`src/rtl/mem_access_unit.sv`:
```
// mem_access_unit
//   Load/store initiator between the MIPS execute stage and a word-addressed
//   data memory. One request per handshake, one response per request.
//   Loads extract a byte/halfword lane and sign/zero extend; sub-word stores
//   do a read-modify-write of the addressed word.
//
// Ports
//   CLK, RST                 clock, synchronous active-high reset
//   req_valid/req_ready      request handshake (ready == IDLE)
//   req_op, req_addr         MIPS opcode, byte address
//   req_wdata, req_rd        store data, load destination register
//   resp_valid/resp_ready    response handshake
//   resp_data, resp_rd       load result and destination (0 for stores/errors)
//   resp_err                 unsupported op, out-of-range or misaligned
//   mem_addr, mem_wdata      registered memory word address / write data
//   mem_we                   registered write enable, one cycle per write
//   mem_rdata                combinational memory read of mem_addr
//
// Configuration
//   MAU_ALIGN_CHECK_EN       defined: misaligned lh/lhu/sh/lw/sw are errors.
//                            undefined: the offending low address bits are
//                            ignored.
//
// state  | meaning
// IDLE   | ready for a request
// ACCESS | mem_rdata valid; build load result or store word
// WRITE  | mem_we high, memory commits this cycle
// RESP   | response held until resp_ready

module mem_access_unit #(
  parameter int ADDR_W = 10
) (
  input  logic              CLK,
  input  logic              RST,
  input  logic              req_valid,
  output logic              req_ready,
  input  logic [5:0]        req_op,
  input  logic [31:0]       req_addr,
  input  logic [31:0]       req_wdata,
  input  logic [4:0]        req_rd,
  output logic              resp_valid,
  input  logic              resp_ready,
  output logic [31:0]       resp_data,
  output logic [4:0]        resp_rd,
  output logic              resp_err,
  output logic [ADDR_W-1:0] mem_addr,
  output logic [31:0]       mem_wdata,
  output logic              mem_we,
  input  logic [31:0]       mem_rdata
);

  localparam logic [5:0] OP_LB  = 6'b100000;
  localparam logic [5:0] OP_LH  = 6'b100001;
  localparam logic [5:0] OP_LW  = 6'b100011;
  localparam logic [5:0] OP_LBU = 6'b100100;
  localparam logic [5:0] OP_LHU = 6'b100101;
  localparam logic [5:0] OP_SB  = 6'b101000;
  localparam logic [5:0] OP_SH  = 6'b101001;
  localparam logic [5:0] OP_SW  = 6'b101011;

  typedef enum logic [1:0] {IDLE, ACCESS, WRITE, RESP} state_t;

  state_t            state_q, state_d;
  logic [5:0]        op_q, op_d;
  logic [1:0]        lane_q, lane_d;
  logic [31:0]       wdata_q, wdata_d;
  logic [4:0]        rd_q, rd_d;
  logic [ADDR_W-1:0] mem_addr_d;
  logic [31:0]       mem_wdata_d;
  logic              mem_we_d;
  logic [31:0]       resp_data_d;
  logic [4:0]        resp_rd_d;
  logic              resp_err_d;

  logic        op_ok, op_load, range_bad, misalign, req_bad;
  logic [7:0]  byte_sel;
  logic [15:0] half_sel;
  logic [31:0] load_val, store_word;

  assign req_ready  = (state_q == IDLE);
  assign resp_valid = (state_q == RESP);

  always_comb begin
    op_ok   = 1'b0;
    op_load = 1'b0;
    case (req_op)
      OP_LB, OP_LH, OP_LW, OP_LBU, OP_LHU: begin op_ok = 1'b1; op_load = 1'b1; end
      OP_SB, OP_SH, OP_SW:                 op_ok = 1'b1;
      default: ;
    endcase
  end

  // Any address bit above the memory's byte range makes the request invalid.
  assign range_bad = (req_addr >> (ADDR_W + 2)) != 32'd0;

`ifdef MAU_ALIGN_CHECK_EN
  always_comb begin
    misalign = 1'b0;
    case (req_op)
      OP_LH, OP_LHU, OP_SH: misalign = req_addr[0];
      OP_LW, OP_SW:         misalign = |req_addr[1:0];
      default: ;
    endcase
  end
`else
  assign misalign = 1'b0;
`endif

  assign req_bad = !op_ok || range_bad || misalign;

  assign byte_sel = mem_rdata[{lane_q, 3'b000} +: 8];
  assign half_sel = lane_q[1] ? mem_rdata[31:16] : mem_rdata[15:0];

  always_comb begin
    case (op_q)
      OP_LB:   load_val = {{24{byte_sel[7]}}, byte_sel};
      OP_LBU:  load_val = {24'd0, byte_sel};
      OP_LH:   load_val = {{16{half_sel[15]}}, half_sel};
      OP_LHU:  load_val = {16'd0, half_sel};
      default: load_val = mem_rdata;
    endcase
  end

  // Sub-word stores overwrite only their lane of the word just read.
  always_comb begin
    store_word = mem_rdata;
    case (op_q)
      OP_SB:   store_word[{lane_q, 3'b000} +: 8] = wdata_q[7:0];
      OP_SH:   store_word[{lane_q[1], 4'b0000} +: 16] = wdata_q[15:0];
      default: store_word = wdata_q;
    endcase
  end

  always_comb begin
    state_d     = state_q;
    op_d        = op_q;
    lane_d      = lane_q;
    wdata_d     = wdata_q;
    rd_d        = rd_q;
    mem_addr_d  = mem_addr;
    mem_wdata_d = mem_wdata;
    mem_we_d    = 1'b0;
    resp_data_d = resp_data;
    resp_rd_d   = resp_rd;
    resp_err_d  = resp_err;
    case (state_q)
      IDLE: begin
        if (req_valid) begin
          op_d    = req_op;
          lane_d  = req_addr[1:0];
          wdata_d = req_wdata;
          rd_d    = req_rd;
          if (req_bad) begin
            resp_err_d  = 1'b1;
            resp_data_d = 32'd0;
            resp_rd_d   = 5'd0;
            state_d     = RESP;
          end else begin
            mem_addr_d = req_addr[ADDR_W+1:2];
            state_d    = ACCESS;
          end
        end
      end
      ACCESS: begin
        resp_err_d = 1'b0;
        if (op_q[3] == 1'b0) begin
          // Load opcodes are 100xxx, stores 101xxx; only valid ops reach here.
          resp_data_d = load_val;
          resp_rd_d   = rd_q;
          state_d     = RESP;
        end else begin
          resp_data_d = 32'd0;
          resp_rd_d   = 5'd0;
          mem_we_d    = 1'b1;
          mem_wdata_d = store_word;
          state_d     = WRITE;
        end
      end
      WRITE: state_d = RESP;
      RESP: begin
        if (resp_ready) begin
          resp_data_d = 32'd0;
          resp_rd_d   = 5'd0;
          resp_err_d  = 1'b0;
          state_d     = IDLE;
        end
      end
      default: state_d = IDLE;
    endcase
  end

  always_ff @(posedge CLK) begin
    if (RST) begin
      state_q   <= IDLE;
      op_q      <= 6'd0;
      lane_q    <= 2'd0;
      wdata_q   <= 32'd0;
      rd_q      <= 5'd0;
      mem_addr  <= '0;
      mem_wdata <= 32'd0;
      mem_we    <= 1'b0;
      resp_data <= 32'd0;
      resp_rd   <= 5'd0;
      resp_err  <= 1'b0;
    end else begin
      state_q   <= state_d;
      op_q      <= op_d;
      lane_q    <= lane_d;
      wdata_q   <= wdata_d;
      rd_q      <= rd_d;
      mem_addr  <= mem_addr_d;
      mem_wdata <= mem_wdata_d;
      mem_we    <= mem_we_d;
      resp_data <= resp_data_d;
      resp_rd   <= resp_rd_d;
      resp_err  <= resp_err_d;
    end
  end

  // op_load is part of the decode but the FSM uses the opcode's store bit.
  logic unused_ok;
  assign unused_ok = op_load;

endmodule

```
`config.mk`:
```
export PLATFORM = sky130hd
export DESIGN_NAME = mem_access_unit
export DESIGN_NICKNAME = d
export VERILOG_FILES = /design/src/rtl/mem_access_unit.sv
export SDC_FILE = /design/constraint.sdc
export NUM_CORES = 1
export LEC_CHECK = 0
export CAP_MARGIN = 20
export CORE_UTILIZATION = 50
export CTS_CLUSTER_DIAMETER = 200
export DETAILED_ROUTE_END_ITERATION = 12
export GPL_TIMING_DRIVEN = 1
export HOLD_SLACK_MARGIN = 0.03
export PLACE_DENSITY = 0.86
export SKIP_CTS_REPAIR_TIMING = 1
export SLEW_MARGIN = 0
export SYNTH_ARGS = -nofsm -noshare
export SYNTH_HDL_FRONTEND = slang
export SYNTH_SLANG_ARGS = --single-unit
```
`constraint.sdc`:
```
create_clock -name CLK -period 3.61 [get_ports CLK]
set_input_delay 0.361 -clock CLK [delete_from_list [all_inputs] [get_ports CLK]]
set_output_delay 0.361 -clock CLK [all_outputs]
set_load 0.05 [all_outputs]
```
== Word level (Yosys, flattened, before mapping) ==
Index checks and enable logic that the tools add are counted.

* Bitwise logic cells: 2
* Multiply operators: 0
* Div/mod/pow operators: 0
* Equality and inequality tests: 20
* Magnitude comparators: 0
* Add/sub/neg operators: 2
* Shift-type cells: 5
* Mux-type cells: 26
* Reduce and logical (&&, ||, !) cells: 12

{| class="wikitable"
|+ Operators with widths
! kind !! count
|-
| two-way mux 32 bit || 4
|-
| one-hot mux 32 bit (4 select lines) || 1
|-
| one-hot mux 32 bit (3 select lines) || 1
|-
| == test 6 bit (second input constant) || 14
|-
| bitwise mux 32 bit || 2
|-
| one-hot mux 32 bit (2 select lines) || 1
|-
| nonzero test 32 bit || 1
|-
| variable shift 16 x 7 -> 32 bit (first input constant) || 1
|-
| variable shift 8 x 7 -> 32 bit (first input constant) || 1
|-
| variable part select 16 x 7 -> 32 bit || 1
|-
| variable part select 32 x 6 -> 8 bit || 1
|-
| variable part select 8 x 7 -> 32 bit || 1
|-
| two-way mux 5 bit || 4
|-
| two-way mux 16 bit || 1
|-
| one-hot mux 5 bit (3 select lines) || 1
|-
| negation 5 -> 7 bit || 2
|-
| one-hot mux 2 bit (4 select lines) || 1
|-
| OR reduction 8 bit || 1
|-
| two-way mux 1 bit || 6
|-
| two-way mux 2 bit || 3
|-
| AND reduction 2 bit || 3
|-
| == test 2 bit (second input constant) || 2
|-
| inequality test 2 x 1 -> 1 bit (second input constant) || 2
|-
| AND reduction 4 bit || 1
|-
| 10 further kinds || 11
|}

* Register bits after elaboration: 128
* Bits in writable memories: 0
* Output and inout bits: 83
* Word-level logic and storage cells: 78
* Bits in read-only memories: 0
* Bits in latches: 0
* Memories: 0

== Longest topological paths before layout ==
Gate-level depths: netlist (run 1).

* Word-level depth: 8
* Mapped depth: 10
* Gate-level depth less buffers: 7

== Least setup slack after synthesis (run 1) ==
Ideal clock, no wire load.

* Path kind: flip-flop to flip-flop
* Start: reg lane_q[1]
* End: reg mem_wdata[16]
* Path buffers: 3
* Clock period less this slack: 2405 ps
* Data arrival time: 2272 ps
* Stages on the path, launching flop included: 10
* Path slack: 1205 ps
* Library setup time: 133 ps
* Data required time: 3477 ps
* Path through: dfxtp_1 > buf_2 > buf_2 > clkbuf_1 > inv_1 > ha_1 > a41o_1 > a221o_1 > o211ai_1 > a21oi_1

* Word-level cells in the longest chain between the ends: 4
* Elaborated cells on any way between the ends: 9
* Those cells by class: 2 x add/sub; 4 x shift; 3 x mux

{| class="wikitable"
|+ Ends and longest elaborated chain
! item !! line !! RTL
|-
| start: declaration || 65 || <nowiki>logic [1:0] lane_q, lane_d;</nowiki>
|-
| start signal: assignment || 208 || <nowiki>lane_q <= lane_d;</nowiki>
|-
| negation 5 -> 7 bit, on equally long branches || 129, 128 ||
|-
| variable part select 16 x 7 -> 32 bit (tied with other cells) || 129 || <nowiki>OP_SH: store_word[{lane_q[1], 4'b0000} +: 16] = wdata_q[15:0];</nowiki>
|-
| bitwise mux 32 bit, on equally long branches || 129, 128 ||
|-
| one-hot mux 32 bit (2 select lines) * || 127 || <nowiki>case (op_q)</nowiki>
|-
| end signal: assignment || 212 || <nowiki>mem_wdata <= mem_wdata_d;</nowiki>
|-
| end: declaration || 47 || <nowiki>output logic [31:0] mem_wdata,</nowiki>
|}

Every way passes the cells marked *; elsewhere a longest branch is shown, timed or not.
A chain may end at the register's enable or synchronous reset.

== Final worst setup path (run 1) ==
* Start: reg op_q[5]
* End: reg mem_wdata[11]

* Word-level cells in the longest chain between the ends: 2
* Elaborated cells on any way between the ends: 3
* Those cells by class: 2 x eq/ne; 1 x mux

{| class="wikitable"
|+ Ends and longest elaborated chain
! item !! line !! RTL
|-
| start: declaration || 64 || <nowiki>logic [5:0] op_q, op_d;</nowiki>
|-
| start signal: assignment || 207 || <nowiki>op_q <= op_d;</nowiki>
|-
| == test 6 bit || 127 ||
|-
| one-hot mux 32 bit (2 select lines) * || 127 ||
|}

Marks and branches as above.

==> results of run 1 <==
-- layout make-up --
class                   instances  area (sq um)
multi-input cells             529          3010
fillers                       865          3030
clock inverters                10           111
clock buffers                  21           470
inverters                      18          67.6
flip-flops and latches        128          2560
repair buffers                204          2030
well taps                     143           179
-- worst max-delay path by stage --
stage	from	to	slack [ns]	cells after the start
global placement	req_op[5]	resp_err$_SDFFE_PP0P_	1.23	7
CTS	state_q[0]$_SDFFE_PP0P_	req_ready	1.17	3
floorplan	lane_q[1]$_SDFFE_PP0P_	mem_wdata[16]$_SDFFE_PP0P_	1.21	9
finish	op_q[5]$_SDFFE_PP0P_	mem_wdata[11]$_SDFFE_PP0P_	1.16	5
global route	op_q[5]$_SDFFE_PP0P_	mem_wdata[11]$_SDFFE_PP0P_	0.89	5
detailed placement	req_addr[23]	resp_err$_SDFFE_PP0P_	1.15	7
-- kinds of logic (layout without fill, tap and decap cells) --
kind of cell / after synthesis / in the layout
simple gates: 288 / 288
compound gates: 211 / 211
flops: 128 / 128
buf+inv: 78 / 253
mux: 21 / 21
fa+ha+maj: 9 / 9
-- power by group --
part / switching [W] / total [W] / leakage [nW] / internal (W)
Clock: 0.000616 / 0.00168 / 0.281 / 0.00106
Combinational: 0.00115 / 0.00173 / 1.57 / 0.000579
Sequential: 0.000172 / 0.00177 / 1.04 / 0.00159
Total: 0.00194 / 0.00517 / 2.89 / 0.00324
-- flip-flops by register name, summed over array words and instances (netlist names) --
name	flops
mem_wdata	32
resp_data	32
wdata_q	32
mem_addr	10
op_q	6
rd_q	5
resp_rd	5
lane_q	2
state_q	2
mem_we	1
resp_err	1
-- layout by cell type (no fill, tap or decap), drive strengths merged, types with 9 or more instances in the layout --
cell           instances
dfxtp                128
o21ai                  9
o211ai                19
mux2i                 12
a21oi                102
nor3                  26
buf                   12
nand2                155
a22oi                 10
ha                     9
clkbuf                21
a221oi                 9
clkdlybuf4s50        192
o2111ai               26
nor2                  78
inv                   18
-- cells in the mapped netlist, types with 2 or more instances --
cell,count,area [sq um]
nor2_1,78,293
a21oi_2,3,26.3
nor4_1,3,18.8
nand2_1,155,582
buf_1,2,7.51
nor3_1,26,130
a221oi_1,9,78.8
buf_6,4,45.0
a22oi_1,9,67.6
ha_1,9,113
mux2i_1,12,120
a221o_1,8,80.1
mux2_2,8,90.1
buf_4,4,30.0
dfxtp_1,128,2560
nand3_1,5,25.0
a222oi_1,8,80.1
inv_1,17,63.8
nor2b_1,3,18.8
nor4b_1,2,17.5
a211oi_1,8,60.1
and2_1,3,18.8
buf_2,12,60.1
nand4_1,2,12.5
clkbuf_1,38,143
a21oi_1,99,495
o21ai_0,9,45.0
nand2b_1,2,12.5
a2111oi_0,8,70.1
o211ai_1,18,135
o2111ai_1,26,228
-- critical path: stages (launching register included) --
cell      delay, ns
dfxtp_1        0.37
nor3b_2        0.36
nand2_1        0.53
nor2_1         0.59
a222oi_1       0.18
a211oi_1       0.31
-- per-layer routing --
metal  share of wire  GRT usage
met1            0.41      0.410
met2            0.47      0.541
met3           0.092     0.0908
met4           0.035      0.147
met5               0          0
-- stage by stage --
stage                     power, W  hold slack [ns]  setup WS [ns]  cells   util
after floorplan            0.00293            0.434           1.21    735      -
after global placement     0.00343            0.440           1.23   1021  0.682
after detailed placement   0.00349            0.445           1.15   1022  0.685
after CTS                  0.00516            0.440           1.17   1053  0.735
after global routing       0.00539            0.473          0.890   1053  0.735
final                      0.00517            0.440           1.16   1053  0.735
==> PnR_summary.wiki, run 1 <==
{| class="wikitable"
! Metric !! Value
|-
| Core Region || 11500 sq um
|-
| Combinational family with the most area after synthesis || compound AO/OA/AOI/OAI gates
|-
| MaxCap Viol Count || 0
|-
| Required time worst endpoint || 3.93 ns
|-
| Setup slack of the worst register-to-register path || 1.16 ns
|-
| Number of global-route vias before repair || 6158
|-
| Worst relative slew slack || 0.265
|-
| DIE HEIGHT || 111 um
|-
| Average cell area after synthesis || 8.05 sq um
|-
| Critical register-to-register path endpoint || mem_wdata[11]$_SDFFE_PP0P_
|-
| Setup Total Neg Slack || 0 ns
|-
| Standard-cell row count || 39
|-
| Maximum root-to-sink buffer count || 2
|-
| Max-slew violations || 0
|-
| Via count || 6267
|-
| Area added between synthesis and finish || 42.5%
|-
| Residual antenna-violating net count after detailed routing || 0
|-
| Sort of element at the end of the critical path || flip-flop
|-
| Syn Std Cell Area || 5920 sq um
|-
| Number of cells on the worst reg-to-reg path || 5
|-
| Final-report hold violation count || 0
|-
| Async set-or-reset flop fraction in the synthesized netlist || 0
|-
| Peak Freq || 408 MHz
|-
| Mux cell area share after synthesis || 0.0393
|-
| Final routed wirelength across all metal layers || 20200 um
|-
| Compound-gate portion of the synthesized area || 0.244
|-
| Final Net Count || 1018
|-
| Crit start category || flip-flop
|-
| Die span in x || 111 um
|-
| Post-synthesis share of cell area spent on xor and xnor gates || 0
|-
| Worst slew pin tran || 1.10 ns
|-
| Share of the yosys chip area belonging to registers || 0.433
|-
| Share of cells above drive strength 1 || 0.0736
|-
| Initial drt markers || 594
|-
| Number of optimization iterations in the first detailed-route pass || 6
|-
| First-pass GRT wire length || 32500 um
|-
| Area after detailed placement || 7850 sq um
|-
| DP HPWL || 14600 um
|-
| Number of clock buffers inserted by TritonCTS || 17
|-
| Simple-gate share of the synthesized area || 0.205
|-
| Arrival time worst endpoint || 2.77 ns
|-
| Syn Nets || 855
|-
| Clock Latency Late Sink || 0.42 ns
|-
| Count of endpoints failing setup in the final report || 0
|-
| Clock root buffer master || clkbuf_16
|-
| Setup repair after global routing missed its margin || no
|-
| Global placement routability congestion || 0.904
|-
| Hold depth || 2
|-
| Post-route standard cell area excluding fillers || 8430 sq um
|-
| Flops & latches, synth || 128
|-
| Via-to-Cell Ratio || 5.95
|-
| Number of clock sinks || 128
|-
| Startpoint of the worst hold path || RST
|-
| Post-synth EDFFs || 0
|-
| Leakage || 2.89 nW
|-
| Maximum number of pins on one net before global-route repair || 71
|-
| Class of the worst hold path || input pin to flip-flop
|-
| Launch instance of the worst register-to-register path || op_q[5]$_SDFFE_PP0P_
|-
| Portion of the clock cycle consumed by the worst path in the final layout || 0.678
|-
| Clock slew at reported path FFs || 0.05 ns
|-
| Power density of the placed cells || 613 nW/um^2
|-
| Cell count after synthesis || 735
|-
| Residual DRC || 0
|-
| Number of placed I/O pins || 194
|-
| Post-synthesis share of cell area spent on full adders, half adders and majority gates || 0.0190
|-
| Antenna violations before repair || 0
|-
| DR WL/cell || 19.2 um
|-
| Hold EP || mem_addr[3]$_SDFFE_PP0P_
|-
| H-tree depth reported by CTS || 4
|-
| GRT Total Usage || 0.332
|-
| Shortest clock period the worst path allows after layout || 2.45 ns
|-
| CTS tree || yes
|-
| Main synth FF type || dfxtp_1
|-
| Maximum fanout count along the critical path || 25
|-
| Result of the run || completed
|-
| Crit Path Class || flip-flop to flip-flop
|-
| Max Clock Skew || 0.00697 ns
|-
| Die area || 12300 sq um
|-
| Effective utilization at floorplan || 0.516
|-
| PortBufs || 193
|-
| Yosys warns || 0
|-
| Count of distinct cell types in the synthesized netlist || 48
|-
| Remaining global-route overflow || 0
|-
| IR Drop Worst-Case VDD || 0.594 mV
|-
| Antenna diodes || 0
|}
Power figures use the tool's default switching activity.
==> run 2, diff against run 1 <==
--- a/config.mk
+++ b/config.mk
@@ -6,12 +6,12 @@
 export NUM_CORES = 1
 export LEC_CHECK = 0
 export CAP_MARGIN = 20
-export CORE_UTILIZATION = 50
+export CORE_UTILIZATION = 46
 export CTS_CLUSTER_DIAMETER = 200
 export DETAILED_ROUTE_END_ITERATION = 12
 export GPL_TIMING_DRIVEN = 1
 export HOLD_SLACK_MARGIN = 0.03
-export PLACE_DENSITY = 0.86
+export PLACE_DENSITY = 0.8
 export SKIP_CTS_REPAIR_TIMING = 1
 export SLEW_MARGIN = 0
 export SYNTH_ARGS = -nofsm -noshare
==> constraint.sdc (replaced) <==
create_clock -name CLK -period 2.5 [get_ports CLK]
set_input_delay 0.25 -clock CLK [delete_from_list [all_inputs] [get_ports CLK]]
set_output_delay 0.25 -clock CLK [all_outputs]
set_load 0.05 [all_outputs]
==> PnR_summary.wiki, run 2 (synthesis gave the netlist of run 1 again) <==
{| class="wikitable"
! Metric !! Value
|-
| Result of the run || completed
|-
| Residual antenna-violating net count after detailed routing || 0
|-
| Antenna violations before repair || 0
|-
| H-tree depth reported by CTS || 4
|-
| Antenna diodes || 0
|-
| Maximum root-to-sink buffer count || 2
|-
| Setup repair after global routing missed its margin || no
|-
| Number of optimization iterations in the first detailed-route pass || 7
|-
| Residual DRC || 0
|-
| CTS tree || yes
|-
| Effective utilization at floorplan || 0.471
|-
| DIE HEIGHT || 115 um
|-
| Share of cells above drive strength 1 || 0.0868
|-
| Final routed wirelength across all metal layers || 19600 um
|-
| Die span in x || 115 um
|-
| Area added between synthesis and finish || 45.4%
|-
| Clock slew at reported path FFs || 0.05 ns
|-
| Critical Path, Cell by Cell || inv_1 > ha_1 > clkdlybuf4s50_1
|-
| Number of fill cells || 1038
|-
| Standard-cell row count || 41
|-
| GRT Total Usage || 0.303
|-
| PortBufs || 193
|-
| Logic depth of the worst setup path including buffers || 3
|-
| Setup Total Neg Slack || 0 ns
|-
| Number of clock buffers inserted by TritonCTS || 17
|-
| Final Net Count || 1029
|-
| MaxCap Viol Count || 0
|-
| Hold EP || mem_addr[2]$_SDFFE_PP0P_
|-
| Final-report hold violation count || 0
|-
| Class of the worst hold path || input pin to flip-flop
|-
| Leading registers by flop count || mem_wdata x32, resp_data x32, wdata_q x32
|-
| CP max stage cell || clkdlybuf4s50_1
|-
| Die area || 13300 sq um
|-
| Maximum number of pins on one net before global-route repair || 59
|-
| Initial drt markers || 593
|-
| Required time worst endpoint || 2.25 ns
|-
| Hold depth || 2
|-
| Crit start category || flip-flop
|-
| Launch instance of the worst register-to-register path || lane_q[0]$_SDFFE_PP0P_
|-
| Via-to-Cell Ratio || 5.70
|-
| Max Clock Skew || 0.00735 ns
|-
| Cell family with most CP delay || buffers and inverters
|-
| Clock Latency Late Sink || 0.42 ns
|-
| Crit Path Class || flip-flop to output pin
|-
| Most common library cell in the layout ignoring fill and taps || clkdlybuf4s50_1
|-
| DP HPWL || 14000 um
|-
| Global placement routability congestion || 0.926
|-
| Worst relative slew slack || 0.524
|-
| Number of global-route vias before repair || 5806
|-
| First-pass GRT wire length || 30600 um
|-
| Remaining global-route overflow || 0
|-
| Number of placed I/O pins || 194
|-
| Most frequent cells in the layout || clkdlybuf4s50_1 (192), nand2_1 (155), dfxtp_1 (128)
|-
| Clock root buffer master || clkbuf_16
|-
| Total instance count after detailed placement || 1062
|-
| Maximum fanout count along the critical path || 8
|-
| Power density of the placed cells || 889 nW/um^2
|-
| Final standard cell count with taps included and fillers excluded || 1094
|-
| Shortest clock period the worst path allows after layout || 2.29 ns
|-
| Setup slack of the worst register-to-register path || 0.32 ns
|-
| Startpoint of the worst hold path || RST
|-
| Max-slew violations || 0
|-
| Via count || 6239
|-
| Number of clock sinks || 128
|-
| Count of endpoints failing setup in the final report || 0
|-
| IR Drop Worst-Case VDD || 0.611 mV
|-
| Sort of element at the end of the critical path || output pin
|-
| Core Region || 12600 sq um
|-
| Buffers plus inverters on the worst setup path || 2
|-
| Number of cells on the worst reg-to-reg path || 6
|-
| Arrival time worst endpoint || 2.04 ns
|-
| Portion of the clock cycle consumed by the worst path in the final layout || 0.915
|-
| Worst slew pin tran || 0.694 ns
|-
| Critical register-to-register path endpoint || mem_wdata[23]$_SDFFE_PP0P_
|-
| Stage delay of the slowest cell on the critical path || 0.86 ns
|-
| DR WL/cell || 17.9 um
|-
| Peak Freq || 437 MHz
|-
| Leakage || 2.96 nW
|}
run 2: cell count changes in the layout (fill, tap and decap cells not counted), sizes merged:
cell	delta
clkbuf	+1
clkinv	-1
buf	+11
bufinv	+1
run 2: area by class of cell:
| type | instances | area, sq um | area share |
|---|---|---|---|
| clock inverters | 10 | 133 | 0.0154 |
| clock buffers | 22 | 484 | 0.0563 |
| multi-input cells | 529 | 3010 | 0.350 |
| flip-flops and latches | 128 | 2560 | 0.298 |
| well taps | 172 | 215 | 0.0250 |
| repair buffers | 215 | 2130 | 0.248 |
| inverters | 18 | 67.6 | 0.00785 |
run 2: how the worst max path moves through the flow:
| stage | start | slack, ns | end |
|---|---|---|---|
| after floorplan | lane_q[1]$_SDFFE_PP0P_ | 0.1 | mem_wdata[16]$_SDFFE_PP0P_ |
| after global placement | req_addr[23] | 0.34 | resp_err$_SDFFE_PP0P_ |
| after detailed placement | op_q[5]$_SDFFE_PP0P_ | 0.27 | mem_wdata[11]$_SDFFE_PP0P_ |
| after CTS | state_q[0]$_SDFFE_PP0P_ | 0.20 | req_ready |
| after global routing | op_q[5]$_SDFFE_PP0P_ | 0.09 | mem_wdata[13]$_SDFFE_PP0P_ |
| final | state_q[0]$_SDFFE_PP0P_ | 0.21 | req_ready |
run 2: power by group:
group / internal, W / switching, W / leakage (nW) / total (W)
logic: 0.000909 / 0.00166 / 1.62 / 0.00256
clock network: 0.00166 / 0.000888 / 0.298 / 0.00255
registers: 0.00230 / 0.000233 / 1.04 / 0.00254
total: 0.00488 / 0.00278 / 2.96 / 0.00765
run 2: worst register-to-register path, cell delays in order (launching register included):
cell,delay [ns]
dfxtp_1,0.53
inv_1,0.16
ha_1,0.38
a41o_1,0.32
a221o_1,0.43
o211ai_1,0.12
a21oi_1,0.09
run 2: metrics by stage:
step           hold WS [ns]  utilization  total power (W)  instance area, sq um  setup WS [ns]
6_report              0.258        0.685          0.00765                  8610          0.211
5_1_grt               0.268        0.685          0.00798                  8610         0.0940
4_1_cts               0.244        0.685          0.00765                  8600          0.204
3_5_place_dp          0.444        0.636          0.00510                  7990          0.268
3_3_place_gp          0.438        0.636          0.00508                  7990          0.336
2_1_floorplan         0.386            -          0.00423                  5920         0.0952
run 2: layer usage:
layer	vias up	wire length [um]	global-route usage
li1	2968	-	-
met2	339	8920	0.456
met3	65	1770	0.0853
met4	0	826	0.177
met5	-	0	0
met1	2867	8120	0.388
